## config.mk

```make
export PLATFORM = sky130hd
export DESIGN_NAME = cache_ctrl_dm
export DESIGN_NICKNAME = d
export VERILOG_FILES = /design/src/rtl/cache_ctrl_dm.sv
export SDC_FILE = /design/constraint.sdc
export NUM_CORES = 1
export LEC_CHECK = 0
export ABC_AREA = 1
export CORE_MARGIN = 2
export CORE_UTILIZATION = 43
export CTS_CLUSTER_SIZE = 30
export DETAILED_ROUTE_END_ITERATION = 12
export GPL_TIMING_DRIVEN = 0
export PLACE_DENSITY = 0.75
export SYNTH_ARGS = -nofsm -noshare
export SYNTH_HDL_FRONTEND = slang
export SYNTH_SLANG_ARGS = --single-unit
```

## constraint.sdc

```tcl
create_clock -name clk -period 2.5 [get_ports clk]
set_clock_uncertainty 0.15 [all_clocks]
set_input_delay 0.5 -clock clk [delete_from_list [all_inputs] [get_ports clk]]
set_output_delay 0.5 -clock clk [all_outputs]
set_load 0.05 [all_outputs]
```

## src/rtl/cache_ctrl_dm.sv

```systemverilog
// cache_ctrl_dm
// Control FSM for a direct-mapped, write-back, write-allocate cache. It sits
// between the CPU port and the physical-memory (pmem) port. It sequences the
// line-array write enables and the datain mux, runs the pmem handshakes for
// victim writeback and line fill, and keeps saturating performance counters.
//
// Ports
//   clk, rst_n                  clock (rising edge) and async active-low reset
//   mem_read, mem_write         CPU request, held until mem_resp (both = write)
//   mem_resp                    CPU request complete, one-cycle pulse
//   hit, victim_dirty           status from the line-array datapath
//   pmem_read, pmem_write       pmem fill / writeback request, held until pmem_resp
//   pmem_resp                   pmem transaction done, one-cycle pulse
//   load_data/tag/valid/dirty   line-array write enables (valid writes 1)
//   dirty_in                    value written into the dirty array
//   datain_sel                  0: CPU-merged line, 1: pmem line
//   pmem_addr_sel               0: request address, 1: stored victim tag
//   hit_count, miss_count,
//   wb_count                    saturating hit / miss / writeback counters
//
// Outputs are combinational from state and inputs so that a hit completes in
// the same cycle it is presented. All of them are held low while rst_n is low.
module cache_ctrl_dm #(
    parameter int CNT_WIDTH = 16
) (
    input  logic                 clk,
    input  logic                 rst_n,
    input  logic                 mem_read,
    input  logic                 mem_write,
    output logic                 mem_resp,
    input  logic                 hit,
    input  logic                 victim_dirty,
    output logic                 pmem_read,
    output logic                 pmem_write,
    input  logic                 pmem_resp,
    output logic                 load_data,
    output logic                 load_tag,
    output logic                 load_valid,
    output logic                 load_dirty,
    output logic                 dirty_in,
    output logic                 datain_sel,
    output logic                 pmem_addr_sel,
    output logic [CNT_WIDTH-1:0] hit_count,
    output logic [CNT_WIDTH-1:0] miss_count,
    output logic [CNT_WIDTH-1:0] wb_count
);

    typedef enum logic [1:0] {
        ST_IDLE      = 2'b00,
        ST_WRITEBACK = 2'b01,
        ST_ALLOCATE  = 2'b10
    } state_t;

    state_t state_r;
    state_t state_next_s;

    logic req_s;
    logic hit_inc_s;
    logic miss_inc_s;
    logic wb_inc_s;

    logic mem_resp_s;
    logic pmem_read_s;
    logic pmem_write_s;
    logic load_data_s;
    logic load_tag_s;
    logic load_valid_s;
    logic load_dirty_s;
    logic dirty_in_s;
    logic datain_sel_s;
    logic pmem_addr_sel_s;

    logic [CNT_WIDTH-1:0] hit_count_r;
    logic [CNT_WIDTH-1:0] miss_count_r;
    logic [CNT_WIDTH-1:0] wb_count_r;

    // Saturating increment: an all-ones counter stays put instead of wrapping.
    function automatic logic [CNT_WIDTH-1:0] sat_inc(input logic [CNT_WIDTH-1:0] v);
        if (&v) begin
            return v;
        end else begin
            return v + {{(CNT_WIDTH-1){1'b0}}, 1'b1};
        end
    endfunction

    assign req_s = mem_read | mem_write;

    // Next-state, control-output and counter-increment decode.
    always_comb begin
        state_next_s    = state_r;
        hit_inc_s       = 1'b0;
        miss_inc_s      = 1'b0;
        wb_inc_s        = 1'b0;
        mem_resp_s      = 1'b0;
        pmem_read_s     = 1'b0;
        pmem_write_s    = 1'b0;
        load_data_s     = 1'b0;
        load_tag_s      = 1'b0;
        load_valid_s    = 1'b0;
        load_dirty_s    = 1'b0;
        dirty_in_s      = 1'b0;
        datain_sel_s    = 1'b0;
        pmem_addr_sel_s = 1'b0;
        case (state_r)
            ST_IDLE: begin
                if (req_s && hit) begin
                    mem_resp_s = 1'b1;
                    hit_inc_s  = 1'b1;
                    // mem_write wins when both request lines are high.
                    if (mem_write) begin
                        load_data_s  = 1'b1;
                        load_dirty_s = 1'b1;
                        dirty_in_s   = 1'b1;
                    end else begin
                        load_data_s  = 1'b0;
                    end
                end else if (req_s) begin
                    miss_inc_s = 1'b1;
                    if (victim_dirty) begin
                        state_next_s = ST_WRITEBACK;
                    end else begin
                        state_next_s = ST_ALLOCATE;
                    end
                end else begin
                    state_next_s = ST_IDLE;
                end
            end
            ST_WRITEBACK: begin
                // Victim address comes from the stored tag.
                pmem_write_s    = 1'b1;
                pmem_addr_sel_s = 1'b1;
                if (pmem_resp) begin
                    wb_inc_s     = 1'b1;
                    state_next_s = ST_ALLOCATE;
                end else begin
                    state_next_s = ST_WRITEBACK;
                end
            end
            ST_ALLOCATE: begin
                // Fill completes even if the CPU has dropped its request;
                // the request is re-checked in IDLE where it now hits.
                pmem_read_s = 1'b1;
                if (pmem_resp) begin
                    load_data_s  = 1'b1;
                    load_tag_s   = 1'b1;
                    load_valid_s = 1'b1;
                    load_dirty_s = 1'b1;
                    datain_sel_s = 1'b1;
                    state_next_s = ST_IDLE;
                end else begin
                    state_next_s = ST_ALLOCATE;
                end
            end
            default: begin
                state_next_s = ST_IDLE;
            end
        endcase
    end

    // Reset gating: outputs drop asynchronously with rst_n so no partial
    // line is written and pmem requests vanish at once.
    assign mem_resp      = rst_n & mem_resp_s;
    assign pmem_read     = rst_n & pmem_read_s;
    assign pmem_write    = rst_n & pmem_write_s;
    assign load_data     = rst_n & load_data_s;
    assign load_tag      = rst_n & load_tag_s;
    assign load_valid    = rst_n & load_valid_s;
    assign load_dirty    = rst_n & load_dirty_s;
    assign dirty_in      = rst_n & dirty_in_s;
    assign datain_sel    = rst_n & datain_sel_s;
    assign pmem_addr_sel = rst_n & pmem_addr_sel_s;

    assign hit_count  = hit_count_r;
    assign miss_count = miss_count_r;
    assign wb_count   = wb_count_r;

    // State register and saturating performance counters.
    always_ff @(posedge clk or negedge rst_n) begin
        if (!rst_n) begin
            state_r      <= ST_IDLE;
            hit_count_r  <= {CNT_WIDTH{1'b0}};
            miss_count_r <= {CNT_WIDTH{1'b0}};
            wb_count_r   <= {CNT_WIDTH{1'b0}};
        end else begin
            state_r <= state_next_s;
            if (hit_inc_s) begin
                hit_count_r <= sat_inc(hit_count_r);
            end
            if (miss_inc_s) begin
                miss_count_r <= sat_inc(miss_count_r);
            end
            if (wb_inc_s) begin
                wb_count_r <= sat_inc(wb_count_r);
            end
        end
    end

endmodule

```

==> flow_summary.rst, run 1 <==
.. list-table::
   :header-rows: 1

   * - Metric
     - Value
   * - Unrepaired setup endpoints after global routing
     - false
   * - Switching power share of the total
     - 46.8%
   * - Multi-input gate area in the final layout
     - 1770 sq um
   * - Post-route fraction of the period consumed by the critical path
     - 93.4%
   * - Vias per cell
     - 4.99
   * - Yosys reg bits
     - 50
   * - Dpl hpwl
     - 6170 um
   * - Top achievable clock speed
     - 428 MHz
   * - R2R Path Start
     - wb_count[0]
   * - Remaining antenna violation count
     - 0
   * - Inst Count DP
     - 637
   * - Antenna violations before repair
     - 0
   * - WP data arrival
     - 1680 ps
   * - Buffer cell driving the clock tree root
     - clkbuf_8
   * - Number of detailed-route iterations in the first pass
     - 5
   * - Synthesized Nets
     - 483
   * - Initial Util
     - 44.9%
   * - Post-route minimum period
     - 2330 ps
   * - Die Ht
     - 91.2 um
   * - Relative contribution of combinational cells to total power
     - 47.2%
   * - Routability-driven placement congestion ratio
     - 0.847
   * - Critical Path RT
     - 1850 ps
   * - Number of warnings reported in the yosys synthesis log
     - 0
   * - Starting DRC count in detailed routing
     - 118
   * - Most frequently used flop master after synthesis
     - dfrtp_1
   * - Layout cells sized above 1
     - 10.7%
   * - Distinct cell type count of the synthesized netlist
     - 27
   * - Clk slew on worst S/H paths
     - 90 ps
   * - # diodes
     - 0
   * - Hold path depth
     - 2
   * - H-tree levels
     - 2
   * - Average size of a mapped cell
     - 6.92 sq um
   * - Layout fillers
     - 716
   * - Maximum number of pins on one net before global-route repair
     - 32
   * - Final-report hold violation count
     - 0
   * - Top post-synthesis cells by area
     - dfrtp_1, nand2_1, nor2_1
   * - Area share of the leading cell type in the synthesized netlist
     - 38.2%
   * - Leftover overflow at the end of global routing
     - 0
   * - FF/Latch Area
     - 1250 sq um
   * - Type of element capturing the critical path
     - output port
   * - Chip width
     - 91.2 um
   * - Worst-Margin Slew
     - 921 ps
   * - Via count of the first global-routing pass
     - 3,055
   * - Worst min-delay path endpoint
     - miss_count[15]
   * - Power Density
     - 802 nW/um^2
   * - Area overhead of the layout relative to synthesis
     - 28.0%
   * - Number of buffers between clock root and the deepest sink
     - 2
   * - CTS tree
     - built
   * - Switching pwr
     - 1.57 mW
   * - Relative slew slack
     - 38.4%
   * - Via total after detailed routing
     - 3,232
   * - Cell taking the most area after synthesis
     - dfrtp_1
   * - Average routed wire per standard cell
     - 12.4 um
   * - Total of max-cap violations
     - 0
   * - Number of primary I/O pins
     - 65
   * - Post-route non-filler standard cell count
     - 648
   * - Maximum net fanout on the critical path
     - 5
   * - Final Setup Violations
     - 0
   * - TritonCTS sink count
     - 50
   * - Die area
     - 8320 sq um
   * - Status
     - finished, final reports clean
   * - FP Rows
     - 31
   * - Total placed instance area
     - 4060 sq um
   * - Relative contribution of the clock network to total power
     - 16.9%
   * - Overall global routing resource usage
     - 19.9%
   * - Hold path start
     - miss_count[15]
   * - Drt total wl
     - 8010 um
   * - Sequential share of power
     - 35.9%
   * - Internal Power
     - 1.79 mW
   * - Largest vdd supply drop
     - 0.000480 V
   * - Tightest Hold Check Type
     - reg2reg
   * - DRC violations left
     - 0
   * - Number of instances in the synthesized netlist
     - 473
   * - Most frequent cell after synthesis
     - nand2_1
   * - Global-route wire length before repair
     - 13,800 um
   * - Seq/Total Area, Yosys
     - 38.2%
   * - Count of flip-flops with a built-in enable after synthesis
     - 0
   * - Total CTS buffers
     - 5
   * - Setup slack, reg-to-reg
     - 580 ps
   * - Cell Area, Synth
     - 3270 sq um
   * - Total leakage power
     - 1.86 nW
   * - Port Buffers
     - 64
   * - Fin area
     - 4190 sq um
   * - Number of cell instances on the worst register-to-register path
     - 9
   * - Endpoint of the worst-slack reg-to-reg timing path
     - wb_count[7]
   * - Clock insertion delay at the later pin of the skew report
     - 300 ps
   * - Startpoint Class
     - input pin
   * - Crit path kind
     - in2out
   * - Placeable core region
     - 7290 sq um
   * - Net count of the finished layout
     - 558
   * - Max Transition Viols Final
     - 0
   * - Share of flip-flops with an asynchronous set or reset
     - 100%
   * - Top cells by instance count after synthesis
     - nand2_1, nor2_1, dfrtp_1
==> worst max path at each step <==
stage	start	endpoint	slack, ps	depth (start not counted)
6_report	pmem_resp	datain_sel	170	4
5_1_grt	pmem_resp	datain_sel	80	4
4_1_cts	mem_write	load_dirty	-50	7
3_5_place_dp	mem_write	load_dirty	-650	7
3_3_place_gp	rst_n	pmem_write	-2620	5
2_1_floorplan	state_r[1]	load_tag	160	5
==> cells by family (layout without fill, tap and decap cells) <==
family          count (synthesis)  count (layout)  synth area share, %
simple gates                  317             317                 42.3
compound gates                 29              29                 6.04
fa+ha+maj                       3               3                 1.15
flops                          50              50                 38.2
xor+xnor                       16              16                 4.28
buf+inv                        58             134                 8.03
==> flip-flops by register name, summed over array words and instances, names as in the netlist <==
register	flops
hit_count	16
miss_count	16
wb_count	16
state_r	2
==> timing repair <==
action,in CTS,in global routing
hold buffers,2,0
pin swaps,0,3
setup buffers,0,1
gates resized for setup,38,10
endpoints found under the hold margin,19,0
setup endpoints to repair,10,6
==> cell usage in the layout (no fill, tap or decap), types with 4 or more instances in the layout <==
master	count
nor2_1	60
nand4_1	20
nor2_4	4
nand3_1	28
nor2_2	5
inv_1	48
nand2_2	5
xnor2_1	13
buf_4	8
nand2_1	185
buf_6	4
o21ai_2	10
clkdlybuf4s50_1	51
dfrtp_1	50
o21ai_0	14
clkbuf_8	5
==> power by group through the flow <==
stage	sequential, mW	clock, mW	combinational (mW)
global route	1.24	0.624	1.70
finish	1.21	0.569	1.59
CTS	1.20	0.587	1.60
detailed placement	1.22	0	1.60
floorplan	1.66	0	0.632
global placement	1.21	0	1.56
==> final cells by class <==
cell class              count  area share (%)
clock buffers               5            1.64
inverters                  50            4.48
multi-input cells         365            42.2
plain buffers               8            1.79
well taps                  99            2.96
flip-flops and latches     50            29.9
clock inverters             3           0.956
repair buffers             68            16.1
==> layer usage <==
metal	routed length [um]	share of wire [%]	vias to the layer above	track usage [%]
met4	53	0.66	0	4.04
met2	4060	51	64	35.7
met5	0	0	-	0
met3	250	3.1	6	2.49
li1	-	-	1635	-
met1	3650	46	1527	25.8
==> metrics by stage <==
step                util [%]  setup slack [ps]  hold WS (ps)  power (mW)  setup TNS (ps)
floorplan                  -               162          54.4        2.29               0
global placement        55.4             -2620           380        2.78          -64450
detailed placement      55.6              -650           347        2.82           -5040
CTS                     57.3             -49.3           407        3.39           -49.3
global route            57.4              79.1           453        3.57               0
finish                  57.4               166           407        3.36               0
==> critical path: stages <==
cell and delay (ps):
clkdlybuf4s50_1 550, nand2_1 120, nor2_2 130, clkdlybuf4s15_2 390
Power figures use the tool's default switching activity.
==> inputs of run 2 (changes only) <==
==> constraint.sdc (replaced) <==
create_clock -name clk -period 3.03 [get_ports clk]
set_clock_uncertainty 0.15 [all_clocks]
set_input_delay 0.606 -clock clk [delete_from_list [all_inputs] [get_ports clk]]
set_output_delay 0.606 -clock clk [all_outputs]
set_load 0.05 [all_outputs]
==> run 2 against run 1 <==
Worst hold slack worse by 370 ps. Clock-buffer cell count grew 1. Critical path depth up 2. Power decreased by 14%. Routed wire length is 1.2% lower. Largest cell class unchanged. Sequential share of layout area is 0.089 points higher. Non-clock buffer count is 3 lower. Die area did not move. Cell count decreased by 0.46%. Clock power rose by 3%. First-iteration DRC count up 0.85%.
==> flow_summary.rst, run 2 (synthesis results as in run 1) <==
.. list-table::
   :header-rows: 1

   * - Metric
     - Value
   * - Worst Hold Margin
     - 36.8 ps
   * - Total of max-cap violations
     - 0
   * - Final-report hold violation count
     - 0
   * - WP data arrival
     - 2160 ps
   * - DRC violations left
     - 0
   * - Max Transition Viols Final
     - 0
   * - Clock insertion delay at the later pin of the skew report
     - 310 ps
   * - Area overhead of the layout relative to synthesis
     - 27.6%
   * - Slowest CP cell
     - dlygate4sd2_1
   * - Worst path buffer plus inverter count
     - 3
   * - Remaining antenna violation count
     - 0
   * - Vias per cell
     - 4.96
   * - Inst Count DP
     - 637
   * - Global-route wire length before repair
     - 13,500 um
   * - Number of detailed-route iterations in the first pass
     - 5
   * - Post-route non-filler standard cell count
     - 645
   * - Relative slew slack
     - 65.9%
   * - Setup slack of the critical path after layout
     - 110 ps
   * - Total leakage power
     - 1.85 nW
   * - Status
     - finished, final reports clean
   * - Via count of the first global-routing pass
     - 2,986
   * - Sum of internal, switching and leakage power
     - 2.88 mW
   * - Maximum cell stage delay along the critical path
     - 550 ps
   * - Buffer cell driving the clock tree root
     - clkbuf_8
   * - Post-placement worst setup slack
     - -509 ps
   * - Dpl hpwl
     - 6150 um
   * - Drt total wl
     - 7920 um
   * - Routability-driven placement congestion ratio
     - 0.885
   * - TritonCTS sink count
     - 50
   * - Worst-Margin Slew
     - 510 ps
   * - Chip width
     - 91.2 um
   * - FP Rows
     - 31
   * - Clk slew on worst S/H paths
     - 100 ps
   * - Total CTS buffers
     - 5
   * - Overall global routing resource usage
     - 19.7%
   * - Post-route fraction of the period consumed by the critical path
     - 96.4%
   * - Average routed wire per standard cell
     - 12.3 um
   * - Via total after detailed routing
     - 3,198
   * - Antenna violations before repair
     - 0
   * - Initial Util
     - 44.9%
   * - Commonest cells after routing, fill and taps aside
     - nand2_1, nor2_1, clkdlybuf4s50_1
   * - Power Density
     - 689 nW/um^2
   * - H-tree levels
     - 2
   * - Setup tns final
     - 0 ps
   * - Startpoint Class
     - input pin
   * - Leftover overflow at the end of global routing
     - 0
   * - Starting DRC count in detailed routing
     - 119
   * - Fin area
     - 4180 sq um
   * - Number of buffers between clock root and the deepest sink
     - 2
   * - Tightest Hold Check Type
     - in2async
   * - # diodes
     - 0
   * - Maximum number of pins on one net before global-route repair
     - 29
   * - Type of element capturing the critical path
     - output port
   * - Most common cell after layout, fill and taps aside
     - nand2_1
   * - CTS tree
     - built
   * - Net count of the finished layout
     - 555
   * - Post-route minimum period
     - 2920 ps
   * - Crit path cell chain
     - clkdlybuf4s50_1, inv_1, nand2_1, nand4_1, nor2_1, dlygate4sd2_1
   * - Layout fillers
     - 710
   * - Critical Path RT
     - 2270 ps
   * - Crit path kind
     - in2out
   * - Total placed instance area
     - 4050 sq um
   * - Largest vdd supply drop
     - 0.000370 V
   * - Utilization after layout
     - 57.3%
   * - Top achievable clock speed
     - 342 MHz
   * - Multi-input gate area in the final layout
     - 1760 sq um
   * - Die Ht
     - 91.2 um
   * - Port Buffers
     - 64
   * - Placeable core region
     - 7290 sq um
   * - Top Family by Delay on Critical Path
     - buffers and inverters
   * - Number of primary I/O pins
     - 65
   * - Post-CTS Setup Inserts
     - 0
   * - Layout cells sized above 1
     - 9.71%
   * - Final Setup Violations
     - 0
   * - Die area
     - 8320 sq um
   * - Maximum net fanout on the critical path
     - 4
   * - Unrepaired setup endpoints after global routing
     - false
   * - FF/Latch Area
     - 1250 sq um
[run 2: cell types whose count changed in the layout (fill, tap and decap cells not counted), moves of 2 or more]
| cell | change |
|---|---|
| dlymetal6s2s_1 | -2 |
| buf_2 | -3 |
| dlygate4sd2_1 | +2 |
| clkbuf_2 | +3 |
| clkdlybuf4s50_1 | +2 |
| clkinv_2 | -2 |
| buf_4 | -2 |
| dlygate4sd3_1 | -2 |
[run 2: layout make-up]
type,instances,share of cell area (%)
well taps,99,2.97
plain buffers,8,1.80
flip-flops and latches,50,30.0
multi-input cells,365,42.1
clock inverters,2,1.44
inverters,50,4.49
clock buffers,6,1.98
repair buffers,65,15.3
[run 2: per-layer routing]
layer  up-vias  track usage, %  routed length, um
met2        88            33.9               3810
met1      1476            25.1               3630
li1       1626               -                  -
met3         8            3.98                397
met5         -               0                  0
met4         0            5.68                 78
[run 2: report_power, final]
part | total (mW) | switching [mW] | internal, mW
sequential | 0.991 | 0.199 | 0.793
clock | 0.586 | 0.234 | 0.352
combinational | 1.30 | 0.869 | 0.431
[run 2: repair_timing]
| action | 4_1_cts | 5_1_grt |
|---|---|---|
| endpoints found under the setup margin | 10 | 3 |
| endpoints found under the hold margin | 0 | 0 |
| gates resized for setup | 16 | 6 |
| hold buffers | 0 | 0 |
[run 2: final timing paths]
| path | start | end | slack [ps] | cells past startpoint |
|---|---|---|---|---|
| worst max-delay path | mem_write | dirty_in | 110 | 6 |
| min in group clk | miss_count[15] | miss_count[15] | 410 | 2 |
| max in group asynchronous | rst_n | miss_count[4] | 2220 | 2 |
| worst min-delay path | rst_n | wb_count[7] | 40 | 1 |
| worst min register to register | miss_count[15] | miss_count[15] | 410 | 2 |
| worst max register to register | wb_count[0] | wb_count[7] | 1130 | 9 |
[run 2: worst reg2reg max path, cell delays in order (launching register included)]
cell and delay [ps]:
dfrtp_1 460, ha_1 290, nand3_1 120, inv_1 60
nand2_1 70, nor2_1 60, nor2_1 290, buf_6 210
nand2_1 80, o21ai_2 50
